File: config.mk
export PLATFORM = sky130hd
export DESIGN_NAME = debounce_bank_flat
export DESIGN_NICKNAME = d
export VERILOG_FILES = /design/src/rtl/debounce_bank_if.sv /design/src/rtl/debounce_bank.sv /design/src/flat_wrapper.sv
export SDC_FILE = /design/constraint.sdc
export NUM_CORES = 1
export LEC_CHECK = 0
export CAP_MARGIN = 20
export CORE_ASPECT_RATIO = 0.5
export CORE_MARGIN = 1
export CORE_UTILIZATION = 55
export DETAILED_ROUTE_END_ITERATION = 8
export HOLD_SLACK_MARGIN = 0.05
export PLACE_DENSITY = 0.75
export SLEW_MARGIN = 10
export SYNTH_ARGS = -nofsm -noshare
export SYNTH_HDL_FRONTEND = slang
export SYNTH_SLANG_ARGS = --single-unit
File: constraint.sdc
create_clock -name clk -period 6.8 [get_ports clk]
set_input_delay 0.68 -clock clk [delete_from_list [all_inputs] [get_ports clk]]
set_output_delay 0.68 -clock clk [all_outputs]
set_load 0.005 [all_outputs]
File: src/rtl/debounce_bank_if.sv
// Button-side bundle: raw inputs toward the conditioner, clean levels and
// one-cycle event strobes back toward the control logic.
interface debounce_bank_if #(
  parameter int N_BTN = 4
);
  logic [N_BTN-1:0] btn_in;
  logic [N_BTN-1:0] btn_level;
  logic [N_BTN-1:0] btn_press;
  logic [N_BTN-1:0] btn_release;
  logic [N_BTN-1:0] btn_long;

  modport master (
    output btn_in,
    input  btn_level, btn_press, btn_release, btn_long
  );

  modport slave (
    input  btn_in,
    output btn_level, btn_press, btn_release, btn_long
  );
endinterface

File: src/rtl/debounce_bank.sv
// N independent push-button channels: polarity fix, 2-FF synchroniser,
// symmetric debounce and a RELEASED/PRESSED/HELD event FSM per channel.
module debounce_bank #(
  parameter int N_BTN      = 4,
  parameter int MIN_TIME   = 5000,
  parameter int LONG_TIME  = 1000000,
  parameter int ACTIVE_LOW = 0
) (
  input  logic            clk,
  input  logic            reset,
  debounce_bank_if.slave  bus
);
  localparam int DB_W   = $clog2(MIN_TIME + 1);
  localparam int HOLD_W = $clog2(LONG_TIME + 1);
  localparam logic [DB_W-1:0]   DB_LAST   = DB_W'(MIN_TIME - 1);
  localparam logic [HOLD_W-1:0] HOLD_LAST = HOLD_W'(LONG_TIME - 1);

  typedef enum logic [1:0] {
    RELEASED = 2'd0,
    PRESSED  = 2'd1,
    HELD     = 2'd2
  } state_t;

  logic [N_BTN-1:0] raw_fixed;
  logic [N_BTN-1:0] level_vec;
  logic [N_BTN-1:0] press_vec;
  logic [N_BTN-1:0] release_vec;
  logic [N_BTN-1:0] long_vec;

  assign raw_fixed = (ACTIVE_LOW != 0) ? ~bus.btn_in : bus.btn_in;

  genvar gi;
  generate
    for (gi = 0; gi < N_BTN; gi++) begin : g_ch
      logic [1:0]        sync_reg;
      logic [DB_W-1:0]   db_cnt_reg, db_cnt_next;
      logic [HOLD_W-1:0] hold_cnt_reg, hold_cnt_next;
      state_t            state_reg, state_next;
      logic              press_reg, press_next;
      logic              release_reg, release_next;
      logic              long_reg, long_next;
      logic              stable;
      logic              level;
      logic              toggle;

      assign stable = sync_reg[1];
      assign level  = (state_reg != RELEASED);
      // The debounced level lives in the FSM state; toggle is the qualified edge.
      assign toggle = (stable != level) && (db_cnt_reg == DB_LAST);

      always_ff @(posedge clk or posedge reset) begin
        if (reset) begin
          sync_reg     <= 2'b00;
          db_cnt_reg   <= '0;
          hold_cnt_reg <= '0;
          state_reg    <= RELEASED;
          press_reg    <= 1'b0;
          release_reg  <= 1'b0;
          long_reg     <= 1'b0;
        end else begin
          sync_reg     <= {sync_reg[0], raw_fixed[gi]};
          db_cnt_reg   <= db_cnt_next;
          hold_cnt_reg <= hold_cnt_next;
          state_reg    <= state_next;
          press_reg    <= press_next;
          release_reg  <= release_next;
          long_reg     <= long_next;
        end
      end

      always_comb begin
        db_cnt_next   = '0;
        hold_cnt_next = hold_cnt_reg;
        state_next    = state_reg;
        press_next    = 1'b0;
        release_next  = 1'b0;
        long_next     = 1'b0;

        if ((stable != level) && !toggle) begin
          db_cnt_next = db_cnt_reg + 1'b1;
        end

        case (state_reg)
          RELEASED: begin
            if (toggle) begin
              state_next    = PRESSED;
              press_next    = 1'b1;
              hold_cnt_next = '0;
            end
          end
          PRESSED: begin
            // A debounced fall wins over a coincident hold expiry.
            if (toggle) begin
              state_next    = RELEASED;
              release_next  = 1'b1;
              hold_cnt_next = '0;
            end else if (hold_cnt_reg == HOLD_LAST) begin
              state_next = HELD;
              long_next  = 1'b1;
            end else begin
              hold_cnt_next = hold_cnt_reg + 1'b1;
            end
          end
          HELD: begin
            if (toggle) begin
              state_next    = RELEASED;
              release_next  = 1'b1;
              hold_cnt_next = '0;
            end
          end
          default: begin
            state_next    = RELEASED;
            hold_cnt_next = '0;
          end
        endcase
      end

      assign level_vec[gi]   = level;
      assign press_vec[gi]   = press_reg;
      assign release_vec[gi] = release_reg;
      assign long_vec[gi]    = long_reg;
    end
  endgenerate

  assign bus.btn_level   = level_vec;
  assign bus.btn_press   = press_vec;
  assign bus.btn_release = release_vec;
  assign bus.btn_long    = long_vec;
endmodule

File: src/flat_wrapper.sv
// flat-port wrapper written by rule: the top's interface ports become plain ports
module debounce_bank_flat 
#(
  parameter int N_BTN      = 4,
  parameter int MIN_TIME   = 5000,
  parameter int LONG_TIME  = 1000000,
  parameter int ACTIVE_LOW = 0
)
  (clk, reset, bus_btn_in, bus_btn_level, bus_btn_press, bus_btn_release, bus_btn_long);
  debounce_bank_if #(.N_BTN(N_BTN)) bus_i ();
  input  logic clk;
  input  logic reset;
  input wire logic [$bits(bus_i.btn_in)-1:0] bus_btn_in;
  output wire logic [$bits(bus_i.btn_level)-1:0] bus_btn_level;
  output wire logic [$bits(bus_i.btn_press)-1:0] bus_btn_press;
  output wire logic [$bits(bus_i.btn_release)-1:0] bus_btn_release;
  output wire logic [$bits(bus_i.btn_long)-1:0] bus_btn_long;
  assign bus_i.btn_in = bus_btn_in;
  assign bus_btn_level = bus_i.btn_level;
  assign bus_btn_press = bus_i.btn_press;
  assign bus_btn_release = bus_i.btn_release;
  assign bus_btn_long = bus_i.btn_long;
  debounce_bank #(.N_BTN(N_BTN), .MIN_TIME(MIN_TIME), .LONG_TIME(LONG_TIME), .ACTIVE_LOW(ACTIVE_LOW)) u_core (.clk(clk), .reset(reset), .bus(bus_i));
endmodule
# After elaboration in Yosys (flattened, before gate mapping)
# Index checks and enable logic that the tools add are counted.
[word_totals]
register_bits = 160
output_inout_bits = 16
wordCells = 176
input_bits = 6
[op_classes]
mux = 64
add_sub_neg = 8
eq_ne = 40
n_reduce_logical = 36
[op_table]
columns = ["cell", "count"]
rows = [
  ["20-bit 2-to-1 mux", 12],
  ["20-bit case mux with 2 select lines", 4],
  ["20-bit by 1-bit adder with 20-bit output (second input constant)", 4],
  ["20-bit equality test (second input constant)", 4],
  ["13-bit by 1-bit adder with 13-bit output (second input constant)", 4],
  ["13-bit equality test (second input constant)", 4],
  ["13-bit 2-to-1 mux", 4],
  ["2-bit 2-to-1 mux", 16],
  ["1-bit 2-to-1 mux", 24],
  ["2-bit by 1-bit != test with 1-bit output (second input constant)", 12],
  ["2-bit case mux with 3 select lines", 4],
  ["2-bit OR reduction", 8],
  ["3-bit by 1-bit != test with 1-bit output (second input constant)", 4],
  ["3-bit by 2-bit != test with 1-bit output (second input constant)", 4],
  ["3-bit AND reduction", 4],
  ["2-bit by 1-bit equality test with 1-bit output (second input constant)", 4],
  ["2-bit equality test (second input constant)", 4],
  ["1-bit logical AND", 8],
  ["2-bit zero test", 4],
  ["2-bit AND reduction", 4],
  ["2-bit nonzero test", 4],
  ["1-bit zero test", 4],
  ["1-bit != test", 4],
]

# Longest topological paths before layout
[logic_depth]
word_depth = 6
ltp_mapped = 9
ltp_nobuf = 7

# Worst setup path after synthesis
# No wires, ideal clock.
[synth_timing]
kind = "flip-flop to flip-flop"
startpoint = "reg u_core.g_ch[3].db_cnt_reg[5]"
endpoint = "reg u_core.g_ch[3].hold_cnt_reg[12]"
t_arrival_ns = 2.025
setup_slack_ns = 4.649
stages_incl_launch_ff = 6
synth_period_minus_slack_ns = 2.151
t_required_ns = 6.674
setup_ns = 0.126
n_path_buf = 0
path_cell_list = "dfrtp_1 > or4b_4 > or3_4 > o211a_4 > and2_4 > a221o_1"
[synth_between]
elab_chain_len = 4
word_cells_on_any_way = 7
cone_classes = "eq/ne: 3; mux: 2; reduce/logical: 2"
[synth_lines]
columns = ["element", "line", "text"]
rows = [
  ["start, declared", "debounce_bank.sv:36", "logic [DB_W-1:0] db_cnt_reg, db_cnt_next;"],
  ["start signal, assigned", "debounce_bank.sv:62", "db_cnt_reg <= db_cnt_next;"],
  ["13-bit equality test (*)", "debounce_bank.sv:49", "assign toggle = (stable != level) && (db_cnt_reg == DB_LAST);"],
  ["1-bit logical AND (*)", "debounce_bank.sv:49", ""],
  ["20-bit 2-to-1 mux, or another cell as far along", "debounce_bank.sv:93", "if (toggle) begin"],
  ["20-bit case mux with 2 select lines or 2-bit AND reduction (tied branches)", "--", ""],
  ["end signal, assigned", "debounce_bank.sv:63", "hold_cnt_reg <= hold_cnt_next;"],
  ["end, declared", "debounce_bank.sv:37", "logic [HOLD_W-1:0] hold_cnt_reg, hold_cnt_next;"],
]
# Every way passes the cells marked *; elsewhere a longest branch is shown, timed or not.
# A chain may end at the register's enable or synchronous reset.

# Worst setup path after layout
[layout_timing]
startpoint = "reg u_core.g_ch[2].state_reg[0]"
endpoint = "reg u_core.g_ch[2].hold_cnt_reg[4]"
[layout_between]
elab_chain_len = 5
word_cells_on_any_way = 12
cone_classes = "eq/ne: 5; mux: 2; reduce/logical: 5"
[layout_lines]
columns = ["element", "line", "text"]
rows = [
  ["start, declared", "debounce_bank.sv:38", "state_t state_reg, state_next;"],
  ["start signal, assigned", "debounce_bank.sv:64", "state_reg <= state_next;"],
  ["2-bit nonzero test", "debounce_bank.sv:47", "assign level = (state_reg != RELEASED);"],
  ["1-bit != test", "debounce_bank.sv:49", ""],
  ["1-bit logical AND", "debounce_bank.sv:49", ""],
  ["20-bit 2-to-1 mux, or another cell as far along", "debounce_bank.sv:93", ""],
  ["20-bit case mux with 2 select lines or 2-bit AND reduction (tied branches)", "--", ""],
  ["end signal, assigned", "debounce_bank.sv:63", ""],
  ["end, declared", "debounce_bank.sv:37", ""],
]
# Parallel ways exist; a longest one is shown, timed or not.

==> impl_results.md <==
* RSZ-0062 raised after global routing: no
* Residual DRC at 0
* Iter 0 DRT Violations at 535
* HPWL after DPL at 11300 um
* Delay-heaviest family, CP: simple AND/OR/NAND/NOR gates
* Routed len/inst at 15.72 um
* Crit path cell chain: inv_1 > ha_1 > xor2_1 > o41ai_4 > buf_4 > nor3_2 > a31oi_1 > a31oi_1
* H-tree depth at 4
* Share of layout cells above drive strength 1 at 6.911%
* Clock transition at path regs at 0.06 ns
* Ys flop type: dfrtp_1
* Crit-path max FO at 23
* Hold-fix buffers, CTS at 0
* Fmax at 355.6 MHz
* Non-Filler Instances at 1124
* Worst-skew pair later-pin latency at 0.43 ns
* Max Cap Violations at 0
* Final Skew at 0.01505 ns
* DRT Wirelength at 17670 um
* DIE WIDTH at 178.1 um
* Worst rel slew slack at 26.90%
* Vias per inst at 6.127
* WP data required at 7.14 ns
* Post-DRT Antenna Nets at 0
* First-pass GRT wire length at 30180 um
* Longest Clk Path Bufs at 2
* Placed Cells incl. Taps at 1091
* Filler cell count at 1188
* Final Util at 64.03%
* P&R area growth vs syn at 11.19%
* Final Setup Violations at 0
* TritonCTS Buffers at 17
* DRT Pass-1 Iters at 5
* Setup TNS Final at 0 ns
* Signal arrival time at the worst endpoint at 3.15 ns
* Routed vias at 6887
* Worst hold path class: reg -> reg
* Clock period minus final worst setup slack at 2.812 ns
* Library cells used by synthesis at 66
* Crit path kind: reg -> reg
* # nets final at 939
* Vias in the first global route at 6468
* Synthesized Nets at 939
* Max-slew violation count at 0
* Dpl ws at 4.025 ns
* Routability congestion estimate at 0.8287
* Async set-reset flop share out of synthesis at 100.0%
* Die ar. at 0.01605 mm2
* Tot GR Track Use at 23.09%
* IO Port Bufs at 21
* Worst Tran Pin Value at 1.091 ns
* Worst Path Buf+Inv at 2
* Max reg flops at 80
* Crit path top cell by count: a31oi_1
* Power density over cell area at 220.7 mW/mm2
* Initial antenna violation count at 0
* Syn Std Cell Area at 0.008532 mm2
* Post-synth EDFFs at 0
* Ports at 22
* VDD IR-drop max at 0.0001875 V
* Final hold vios at 0
* Setup WS post-layout at 3.988 ns
* FF+latch count, synth at 160
* Static Leak at 4.045 nW
* Crit start category: register
* Root Driver: clkbuf_16
* Yosys warns at 0
* Starting Density at 57.58%
* CP max-delay cell: nor3_2
* N_diodes at 0
* Status: completed
* Post-CTS Setup Bufs at 0
* CP peak stage delay at 0.84 ns
* Syn avg cell area at 9.345 um2
* # resized after CTS at 0
* Largest net degree at the start of global routing at 82
* Core area at 0.01482 mm2
* GRT overflow at 0
* Die span in y at 90.07 um
* Register area share after synthesis at 46.93%
* Clk sink count at 160
* Crit. End Element: register
* Rows at 31
* Final worst-path cycle share at 41.35%
* Synth Instances at 913
* CTS tree: done
## placed cells by master (no fill, tap or decap), types with 11 or more instances in the layout
| master | count |
|---|---|
| ha_1 | 20 |
| xnor2_1 | 20 |
| clkbuf_16 | 17 |
| nand4_1 | 40 |
| inv_1 | 40 |
| nand3_1 | 46 |
| and3_1 | 32 |
| nor3_1 | 18 |
| and2_1 | 11 |
| xor2_1 | 30 |
| o21ai_1 | 23 |
| a31oi_1 | 39 |
| dfrtp_1 | 160 |
| nand2_1 | 59 |
| a21oi_1 | 38 |
| clkdlybuf4s50_1 | 21 |
| o21ai_0 | 53 |
| nor2_1 | 93 |
## metrics by stage
| step | instance area [um2] | hold WS (ns) | power, W |
|---|---|---|---|
| CTS | 9454 | 0.3505 | 0.002106 |
| detailed placement | 8792 | 0.3450 | 0.001032 |
| floorplan | 8532 | 0.3312 | 0.001017 |
| global route | 9487 | 0.3543 | 0.002158 |
| finish | 9487 | 0.3494 | 0.002094 |
| global placement | 8792 | 0.3349 | 0.001030 |
## report_power, final
part	total (W)	internal (W)	switching (W)
Clock	0.00108	0.000675	0.000404
Combinational	0.0000469	0.0000132	0.0000336
Sequential	0.000968	0.000960	0.00000800
Total	0.00209	0.00165	0.000446
## routing by layer
| layer | part of all wire [%] | vias to the layer above | global-route usage, % |
|---|---|---|---|
| li1 | - | 3308 | - |
| met1 | 47 | 3400 | 31.57 |
| met2 | 48 | 160 | 37.26 |
| met3 | 3.8 | 19 | 4.061 |
| met4 | 1.0 | 0 | 7.479 |
| met5 | 0 | - | 0 |
## Yosys cell counts, drive strengths merged (5+ instances only)
cell	instances	area (um2)
nor2	93	349.1
ha	20	250.2
nand3	46	230.2
xnor2	20	175.2
nor4b	9	85.08
nand4	40	250.2
a31oi	39	244.0
or4b	5	53.80
or3	11	73.82
nor3	20	105.1
a22o	6	52.55
clkbuf	20	75.07
inv	41	153.9
and4	10	87.58
and3	32	200.2
or2	7	43.80
nand2	59	221.5
and2	12	77.58
o31ai	8	60.06
o21ai	76	380.4
buf	27	172.7
nand2b	7	43.79
a21o	9	67.56
o22ai	5	31.28
nor4	12	102.6
dfrtp	160	4004
xor2	30	262.8
a21oi	39	198.9
## final cells by class
cell class | instances | area [um2] | area share [%]
flip-flops and latches | 160 | 4004 | 42.21
inverters | 41 | 158.9 | 1.675
clock inverters | 12 | 205.2 | 2.163
well taps | 198 | 247.7 | 2.611
repair buffers | 28 | 282.8 | 2.981
clock buffers | 20 | 456.7 | 4.814
multi-input cells | 665 | 4131 | 43.55
## worst paths after layout
| kind | from | end | slack, ns | cells after the start |
|---|---|---|---|---|
| setup / recovery | u_core.g_ch[2].state_reg[0] | u_core.g_ch[2].hold_cnt_reg[4] | 3.99 | 8 |
| max in group asynchronous | reset | u_core.g_ch[1].db_cnt_reg[1] | 4.88 | 4 |
| hold reg to reg | u_core.g_ch[0].sync_reg[0] | u_core.g_ch[0].sync_reg[1] | 0.35 | 0 |
| setup reg to reg | u_core.g_ch[2].state_reg[0] | u_core.g_ch[2].hold_cnt_reg[4] | 3.99 | 8 |
| min in group asynchronous | reset | u_core.g_ch[2].hold_cnt_reg[14] | 0.76 | 2 |
| hold / removal | u_core.g_ch[0].sync_reg[0] | u_core.g_ch[0].sync_reg[1] | 0.35 | 0 |
## worst register-to-register path, cell delays in order, from the launching register on
cell and delay (ns):
dfrtp_1 0.39, inv_1 0.11, ha_1 0.30, xor2_1 0.30, o41ai_4 0.11, buf_4 0.22
nor3_2 0.84, a31oi_1 0.23, a31oi_1 0.22
## cell families after synthesis
group / Yosys count / synth area share (%)
multiplexers: 7 / 0.8652
adder cells (fa/ha/maj): 20 / 2.933
AO/OA/AOI/OAI: 211 / 15.40
flip-flops: 160 / 46.93
XOR/XNOR: 50 / 5.133
buffers and inverters: 88 / 4.707
AND/OR/NAND/NOR: 377 / 24.04
No activity file was read; power rests on OpenSTA's default activity.
